===== config.mk =====
export PLATFORM = sky130hd
export DESIGN_NAME = drum_access_ctrl
export DESIGN_NICKNAME = d
export VERILOG_FILES = /design/src/rtl/drum_access_ctrl.sv
export SDC_FILE = /design/constraint.sdc
export NUM_CORES = 1
export LEC_CHECK = 0
export BUFFER_PORTS_ARGS = -buffer_cell sky130_fd_sc_hd__buf_2
export CAP_MARGIN = 20
export CORE_UTILIZATION = 47
export CTS_BUF_LIST = sky130_fd_sc_hd__clkbuf_2
export CTS_CLUSTER_DIAMETER = 150
export DETAILED_ROUTE_END_ITERATION = 12
export GPL_TIMING_DRIVEN = 0
export HOLD_SLACK_MARGIN = 0.06
export PLACE_DENSITY = 0.92
export SLEW_MARGIN = 20
export SYNTH_ARGS = -nofsm -noshare
export SYNTH_HDL_FRONTEND = slang
export SYNTH_SLANG_ARGS = --single-unit

===== constraint.sdc =====
create_clock -name clk -period 1.8 [get_ports clk]
set_input_delay 0.36 -clock clk [delete_from_list [all_inputs] [get_ports clk]]
set_output_delay 0.36 -clock clk [all_outputs]
set_load 0.03 [all_outputs]

===== src/rtl/drum_access_ctrl.sv =====
// drum_access_ctrl
// Sequences one drum-store read or write per request. A free-running tick
// counter models the angular position of the drum. A request latches its
// address, which selects a sector. The controller waits for the next boundary
// of that sector, issues a single-cycle memory strobe, captures read data one
// cycle later, and then pulses access_done.

module drum_access_ctrl #(
  parameter int ADDR_W        = 12,
  parameter int DATA_W        = 31,
  parameter int SECTOR_W      = 6,
  parameter int SECTOR_CYCLES = 8
) (
  input  logic                clk,
  input  logic                reset,
  input  logic                start_access,
  input  logic                access_write,
  input  logic [ADDR_W-1:0]   reg_select_value,
  input  logic [DATA_W-1:0]   write_data,
  output logic                busy,
  output logic                access_done,
  output logic [DATA_W-1:0]   read_data,
  output logic [SECTOR_W-1:0] drum_pos,
  output logic                mem_en,
  output logic                mem_we,
  output logic [ADDR_W-1:0]   mem_addr,
  output logic [DATA_W-1:0]   mem_wdata,
  input  logic [DATA_W-1:0]   mem_rdata
);

  // The tick counter needs at least one bit even for the minimum of two
  // clocks per sector.
  localparam int TICK_W = (SECTOR_CYCLES > 2) ? $clog2(SECTOR_CYCLES) : 1;
  localparam logic [TICK_W-1:0] TICK_LAST = TICK_W'(SECTOR_CYCLES - 1);

  typedef enum logic [1:0] {
    IDLE    = 2'd0,
    SEEK    = 2'd1,
    XFER    = 2'd2,
    CAPTURE = 2'd3
  } state_t;

  state_t              state_q;

  logic [TICK_W-1:0]   tick_q;
  logic [TICK_W-1:0]   tick_d;
  logic [SECTOR_W-1:0] pos_q;
  logic [SECTOR_W-1:0] pos_d;

  logic [ADDR_W-1:0]   addr_q;
  logic [DATA_W-1:0]   wdata_q;
  logic                we_q;

  logic [DATA_W-1:0]   rdata_q;
  logic                busy_q;
  logic                done_q;
  logic                mem_en_q;
  logic                mem_we_q;

  logic                boundary;
  logic                sector_hit;

  // Advance the drum one tick per clock; bump the sector on the last tick.
  always_comb begin
    tick_d = tick_q + TICK_W'(1);
    pos_d  = pos_q;
    if (tick_q == TICK_LAST) begin
      tick_d = '0;
      pos_d  = pos_q + SECTOR_W'(1);
    end
  end

  // Drum position registers; free-running in every FSM state.
  always_ff @(posedge clk) begin
    if (reset) begin
      tick_q <= '0;
      pos_q  <= '0;
    end else begin
      tick_q <= tick_d;
      pos_q  <= pos_d;
    end
  end

  // The target sector is under the heads on the first tick of that sector.
  assign boundary   = (tick_q == '0);
  assign sector_hit = boundary && (pos_q == addr_q[SECTOR_W-1:0]);

  // Access sequencer: state and all of its outputs are registered together,
  // so each output is set on the edge that enters the state it belongs to.
  always_ff @(posedge clk) begin
    if (reset) begin
      state_q  <= IDLE;
      addr_q   <= '0;
      wdata_q  <= '0;
      we_q     <= 1'b0;
      rdata_q  <= '0;
      busy_q   <= 1'b0;
      done_q   <= 1'b0;
      mem_en_q <= 1'b0;
      mem_we_q <= 1'b0;
    end else begin
      done_q   <= 1'b0;
      mem_en_q <= 1'b0;
      mem_we_q <= 1'b0;
      case (state_q)
        IDLE: begin
          if (start_access) begin
            addr_q  <= reg_select_value;
            wdata_q <= write_data;
            we_q    <= access_write;
            busy_q  <= 1'b1;
            state_q <= SEEK;
          end
        end
        SEEK: begin
          // The match is only looked for once SEEK is entered, so the
          // boundary that coincides with the request cycle is skipped.
          if (sector_hit) begin
            mem_en_q <= 1'b1;
            mem_we_q <= we_q;
            state_q  <= XFER;
          end
        end
        XFER: begin
          state_q <= CAPTURE;
        end
        CAPTURE: begin
          // Synchronous memory returns the word one cycle after the strobe.
          if (!we_q) begin
            rdata_q <= mem_rdata;
          end
          busy_q  <= 1'b0;
          done_q  <= 1'b1;
          state_q <= IDLE;
        end
        default: begin
          busy_q  <= 1'b0;
          state_q <= IDLE;
        end
      endcase
    end
  end

  assign busy        = busy_q;
  assign access_done = done_q;
  assign read_data   = rdata_q;
  assign drum_pos    = pos_q;
  assign mem_en      = mem_en_q;
  assign mem_we      = mem_we_q;
  // Track bits above the sector field pass straight through to the memory.
  assign mem_addr    = addr_q;
  assign mem_wdata   = wdata_q;

endmodule


==> run summary, run 1 <==
outcome = complete, no violations
initial antenna violation count = 0
Die H = 86.39 um
post-CTS setup buffers = 0
area of the multi-input gates = 1419 um^2
Ys Warns = 0
Vias = 3,658
Slew Viols, Final = 0
Routed WL = 10,550 um
hold path depth = 3
RSZ-0062 raised after global routing = no
total global-route track usage = 27.94%
IO buf count = 160
DR top layer = met4
total of max-cap violations = 0
Fmax = 615.6 MHz
Clock Pin Slew Worst Setup and Hold Paths = 0.26 ns
maximum vdd drop = 0.7834 mV
CTS buffer count = 9
diode count = 0
met3 wire len = 932 um
delay of the slowest critical-path stage = 0.51 ns
relative max-transition margin = 63.66%
M1 wire length = 4092 um
total congestion overflow = 0
proportion of layout cells with a drive suffix above 1 = 30.37%
initial drt markers = 103
worst-path fanout max = 5
htree depth = 3
Bufs on Longest Clock Path = 2
clk sinks = 90
pin count of the biggest net entering global routing = 15
CP top delay family = flip-flops
first-pass GRT wire length = 16,310 um
Rows = 30
worst-skew pair later-pin latency = 0.49 ns
Avg Vias per Cell = 4.957
final setup fails = 0
cell count after synthesis = 405
Setup crit end kind = output port
Top FF cell, synth = dfxtp_1
EDFF count, synth = 0
Final Cycle Share = 90.25%
Hold Path Class = in -> reg
Worst Max-Slew Pin Slew = 0.5451 ns
Root Buffer = clkbuf_2
Die ar. = 7462 um^2
DR pass1 iterations = 5
Post-DP HPWL = 6609 um
setup slack after layout = 0.1756 ns
IO Pins = 162
fill count = 503
total power = 5.520 mW
Final #Nets = 725
Area Overhead vs Synth = 50.09%
WS Path Type = reg -> out
fin crit period = 1.624 ns
#FFs+latches synth = 90
leakage power = 2.338 nW
CTS tree = yes
Seq/Total Area, Yosys = 53.83%
Post-Place Worst Slack = 0.06196 ns
core area = 6832 um^2
Worst Skew = 0.03886 ns
chip width = 86.39 um
Routed Antenna Nets = 0
Final Hold Vio Count = 0
Worst Path Arrival = 1.26 ns
syn_nets = 492
CP Cell Sequence = buf_2
Routability Congestion = 0.7889
vias in the first global route = 3,659
CP Launch Type = flip-flop
Worst path depth = 1
PwrDens = 1099 nW/um^2
worst r2r path cells = 7
wire length on met2 = 5275 um
slowest CP cell = dfxtp_1
# DRC = 0
Final Hold Slack = 0.1094 ns
storage element area = 1802 um^2
async set or reset register ratio after synthesis = 0%
final core utilization = 73.53%
synthesized area = 3347 um^2
CP required = 1.44 ns
distinct cell type count after synthesis = 27
routed length per placed instance = 14.29 um
Initial Utilization = 48.99%
critical path buffer and inverter count = 1
average instance area after synthesis = 8.264 um^2
post-route setup TNS = 0 ns
-- metal layers --
metal,track usage (%),vias to the layer above
li1,-,1764
met1,29.31,1659
met2,51.73,209
met5,0,-
met4,13.18,0
met3,7.429,26
-- kinds of logic (layout without fill, tap and decap cells) --
logic type      count (synthesis)  in the layout  share of synthesized area [%]
simple gates                  183            183                          22.47
flops                          90             90                          53.83
compound gates                 80             80                          12.52
buf+inv                        30            267                          3.850
xor+xnor                       10             10                          3.065
fa+ha+maj                       9              9                          3.365
mux                             3              3                         0.8972
-- report_power, final --
part	switching (mW)	internal (mW)	total [mW]
Combinational	1.31	0.683	1.99
Sequential	0.167	2.26	2.43
Clock	0.649	0.447	1.10
-- cells in the mapped netlist (3+ instances only) --
master | n | area [um^2]
xor2_1 | 3 | 26.28
buf_2 | 10 | 50.05
a21oi_1 | 77 | 385.4
nor2b_1 | 3 | 18.77
nor2_1 | 7 | 26.28
dfxtp_1 | 90 | 1802
xnor2_1 | 5 | 43.79
buf_1 | 4 | 15.01
nand2b_1 | 6 | 37.54
ha_1 | 9 | 112.6
nand2_1 | 155 | 581.8
mux2i_1 | 3 | 30.03
nand4_1 | 3 | 18.77
clkbuf_1 | 11 | 41.29
inv_1 | 4 | 15.01
-- final timing paths --
kind / startpoint / endpoint / slack (ns)
worst max register to register: state_q[0] / mem_wdata[30] / 0.18
worst max-delay path: drum_pos[0] / drum_pos[0] / 0.18
worst min register to register: mem_wdata[25] / mem_wdata[25] / 0.47
worst min-delay path: mem_rdata[28] / read_data[28] / 0.11
-- what timing repair did --
action / CTS / global route
resized for setup: 0 / 9
hold endpoints to repair: 60 / 2
setup endpoints to repair: 0 / 40
hold buffers: 60 / 2
-- registers in the layout (all words and copies together), names as in the netlist --
signal,count
tick_q,3
read_data,31
state_q,2
busy,1
mem_en,1
mem_we,1
mem_addr,12
drum_pos,6
mem_wdata,31
we_q,1
access_done,1
-- through the flow --
| step | cell area [um^2] | instances |
|---|---|---|
| detailed placement | 4268 | 661 |
| finish | 5024 | 738 |
| floorplan | 3347 | 405 |
| CTS | 4996 | 736 |
| global placement | 4268 | 661 |
| global route | 5024 | 738 |
-- cells in the final DEF, fill, tap and decap left out, types with 2 or more instances in the layout --
| cell | n |
|---|---|
| a21oi_1 | 77 |
| and2_1 | 2 |
| buf_1 | 4 |
| buf_2 | 170 |
| bufinv_16 | 2 |
| clkbuf_1 | 7 |
| clkbuf_2 | 13 |
| clkinv_2 | 2 |
| dfxtp_1 | 90 |
| dlygate4sd3_1 | 62 |
| ha_1 | 9 |
| inv_1 | 4 |
| mux2i_1 | 3 |
| nand2_1 | 154 |
| nand2b_1 | 6 |
| nand4_1 | 3 |
| nor2_1 | 7 |
| nor2b_1 | 3 |
| nor3b_1 | 2 |
| xnor2_1 | 5 |
| xnor2_2 | 2 |
| xor2_1 | 3 |
-- area by class of cell --
cell class	count	area share [%]
plain buffers	26	2.366
repair buffers	222	28.29
clock buffers	9	0.8966
inverters	4	0.2989
multi-input cells	285	28.24
clock inverters	6	1.644
flip-flops and latches	90	35.87
well taps	96	2.391
No activity file was read; power rests on OpenSTA's default activity.
==> inputs of run 2 (changes only) <==
--- a/config.mk
+++ b/config.mk
@@ -5,15 +5,16 @@
 export SDC_FILE = /design/constraint.sdc
 export NUM_CORES = 1
 export LEC_CHECK = 0
+export ABC_AREA = 1
 export BUFFER_PORTS_ARGS = -buffer_cell sky130_fd_sc_hd__buf_2
 export CAP_MARGIN = 20
-export CORE_UTILIZATION = 47
+export CORE_UTILIZATION = 48
 export CTS_BUF_LIST = sky130_fd_sc_hd__clkbuf_2
 export CTS_CLUSTER_DIAMETER = 150
 export DETAILED_ROUTE_END_ITERATION = 12
 export GPL_TIMING_DRIVEN = 0
 export HOLD_SLACK_MARGIN = 0.06
-export PLACE_DENSITY = 0.92
+export PLACE_DENSITY = 0.94
 export SLEW_MARGIN = 20
 export SYNTH_ARGS = -nofsm -noshare
 export SYNTH_HDL_FRONTEND = slang
==> run 2 against run 1 <==
Sequential cell count stayed put. Core utilization is 0.35 points lower. Non-clock buffer count is 11 lower. Area after synthesis is 0.56% higher. Critical endpoint unchanged. Largest cell class unchanged. Largest power group unchanged.
==> run summary, run 2 <==
chip width = 85.74 um (-0.75%)
syn_nets = 522 (+6.1%)
Worst setup endpoint = drum_pos[0]
Routed Antenna Nets = 0 (unchanged)
hold_sp = write_data[23]
Simple-Gate Fraction of Synth Area = 22.27% (-0.20 points)
htree depth = 3 (unchanged)
Avg Vias per Cell = 5.180 (+4.5%)
EDFF count, synth = 0 (unchanged)
Post-Place Worst Slack = 0.1505 ns (+0.08858 ns)
CP required = 1.44 ns (about the same)
Worst Path Arrival = 1.27 ns (about the same)
IO buf count = 161 (+0.63%)
Post-synth top cells = 150 x nor2_1, 90 x dfxtp_1, 67 x o21ai_0, 25 x inv_1, 23 x nand2_1
delay of the slowest critical-path stage = 0.51 ns (about the same)
async set or reset register ratio after synthesis = 0% (unchanged)
setup slack after layout = 0.1707 ns (-0.004888 ns)
area leader, netlist = dfxtp_1
Final #Nets = 746 (+2.9%)
relative max-transition margin = 70.90% (+7.2 points)
placed cell area = 4292 um^2 (+0.56%)
Slew Viols, Final = 0 (unchanged)
post-synthesis compound-gate area fraction = 13.83% (+1.3 points)
pin count of the biggest net entering global routing = 15 (unchanged)
Routability Congestion = 0.8319 (+5.5%)
non-filler cells, final = 760 (+3.0%)
# DRC = 0 (unchanged)
Initial Utilization = 49.54% (+0.55 points)
fin area = 4972 um^2 (-1.0%)
synthesized area = 3366 um^2 (+0.56%)
r2r setup slk = 0.17 ns (about the same)
Area Overhead vs Synth = 47.73%
worst r2r dst = mem_wdata[8]
Worst R2R Start = state_q[0]
XOR/XNOR Fraction of Synth Area = 0.2602% (-2.8 points)
initial drt markers = 180 (+75%)
top-area cell type share of the netlist area = 53.53% (-0.30 points)
largest family of logic cells by synthesized area = simple AND/OR/NAND/NOR gates
CTS tree = yes
Adder-Cell Fraction of Synth Area = 3.346% (-0.019 points)
proportion of layout cells with a drive suffix above 1 = 30.87% (+0.50 points)
initial antenna violation count = 0 (unchanged)
Top FF cell, synth = dfxtp_1
RSZ-0062 raised after global routing = no
Worst Max-Slew Pin Slew = 0.4365 ns (-0.1086 ns)
WS Path Type = reg -> out
Die ar. = 7350 um^2 (-1.5%)
total global-route track usage = 31.91% (+4.0 points)
average instance area after synthesis = 7.737 um^2 (-6.4%)
maximum vdd drop = 0.7489 mV (-4.4%)
total congestion overflow = 0 (unchanged)
Setup crit end kind = output port
DR pass1 iterations = 4 (-1)
dpl cells = 692 (+4.7%)
cell count after synthesis = 435 (+7.4%)
worst-path fanout max = 7 (+2)
most common cell after layout, fill and taps aside = buf_2
Ys Warns = 0 (unchanged)
Bufs on Longest Clock Path = 2 (unchanged)
CTS buffer count = 9 (unchanged)
critical path buffer and inverter count = 1 (unchanged)
CP top delay family = flip-flops
vias in the first global route = 3,987 (+9.0%)
Worst Skew = 0.03284 ns (-0.006022 ns)
Clock Pin Slew Worst Setup and Hold Paths = 0.21 ns (-0.05 ns)
worst-skew pair later-pin latency = 0.56 ns (+0.07 ns)
worst r2r path cells = 8 (+1)
Worst path depth = 1 (unchanged)
final setup fails = 0 (unchanged)
total of max-cap violations = 0 (unchanged)
outcome = complete, no violations
Rows = 30 (unchanged)
most frequent cells in the layout = 172 x buf_2, 150 x nor2_1, 90 x dfxtp_1
fin crit period = 1.629 ns (+0.004888 ns)
PwrDens = 1342 nW/um^2 (+22%)
IO Pins = 162 (unchanged)
top post-synthesis cells by area = dfxtp_1 54%, nor2_1 17%, o21ai_0 10%
Post-DP HPWL = 6709 um (+1.5%)
core area = 6794 um^2 (-0.55%)
total power = 6.674 mW (+21%)
post-synthesis mux area share = 0% (-0.90 points)
#FFs+latches synth = 90 (unchanged)
Die H = 85.74 um (-0.75%)
Fmax = 613.8 MHz (-0.30%)
slowest CP cell = dfxtp_1
Routed WL = 11,510 um (+9.2%)
CP Cell Sequence = buf_2
clk sinks = 90 (unchanged)
routed length per placed instance = 15.15 um (+6.0%)
Final Hold Vio Count = 0 (unchanged)
most frequent cell after synthesis = nor2_1
Hold Path Class = in -> reg
distinct cell type count after synthesis = 23 (-15%)
first-pass GRT wire length = 18,020 um (+10%)
diode count = 0 (unchanged)
Final Cycle Share = 90.52% (+0.27 points)
Root Buffer = clkbuf_2
post-route setup TNS = 0 ns (unchanged)
post-CTS setup buffers = 0 (unchanged)
Vias = 3,937 (+7.6%)
CP Launch Type = flip-flop
leakage power = 2.554 nW (+9.2%)
CP startpoint = drum_pos[0]
Seq/Total Area, Yosys = 53.53% (-0.30 points)
run 2: timing repair:
action,in CTS,in global routing
setup endpoints to repair,0,31
hold endpoints to repair,55,0
resized for setup,0,5
hold buffers,52,0
run 2: worst reg2reg max path, cell delays in order, from the launching register on:
cell     delay [ns]
dfxtp_1        0.45
inv_1          0.10
ha_1           0.24
nand2_2        0.15
inv_1          0.08
buf_4          0.18
buf_6          0.16
nor2_1         0.12
nor2_1         0.06
run 2: cells by family after synthesis:
| family | count (synthesis) |
|---|---|
| flip-flops | 90 |
| XOR/XNOR | 1 |
| buffers and inverters | 53 |
| AND/OR/NAND/NOR | 189 |
| AO/OA/AOI/OAI | 93 |
| adder cells (fa/ha/maj) | 9 |
run 2: per-layer routing:
layer | vias to the layer above | global-route usage [%] | part of all wire, %
met5 | - | 0 | 0
met4 | 0 | 20.91 | 4.7
met3 | 55 | 7.892 | 8.7
met2 | 259 | 58.33 | 49
met1 | 1803 | 32.18 | 38
li1 | 1820 | - | -
run 2: layout make-up:
class,instances,area [um^2]
clock inverters,6,105.1
fillers,469,1822
flip-flops and latches,90,1802
multi-input cells,292,1339
clock buffers,10,50.05
repair buffers,213,1326
inverters,29,108.9
plain buffers,24,121.4
well taps,96,120.1
run 2: per-stage QoR:
stage / util, % / hold WS [ns]
after global placement: 63.17 / 0.4280
after global routing: 73.19 / 0.06662
after CTS: 73.11 / 0.06037
final: 73.19 / 0.08471
after detailed placement: 63.17 / 0.4564
after floorplan: - / 0.4173
run 2: worst min-delay path by stage:
stage	to	slack, ns	cells after the start
detailed placement	tick_q[0]	0.46	1
floorplan	tick_q[0]	0.42	1
global route	mem_wdata[5]	0.07	3
CTS	mem_wdata[5]	0.06	3
finish	mem_wdata[23]	0.08	3
global placement	tick_q[0]	0.43	1
run 2: power by group:
group | switching, mW | internal (mW) | total, mW
clock | 0.686 | 0.595 | 1.28
combinational | 1.86 | 0.821 | 2.68
sequential | 0.272 | 2.44 | 2.71
total | 2.82 | 3.86 | 6.67
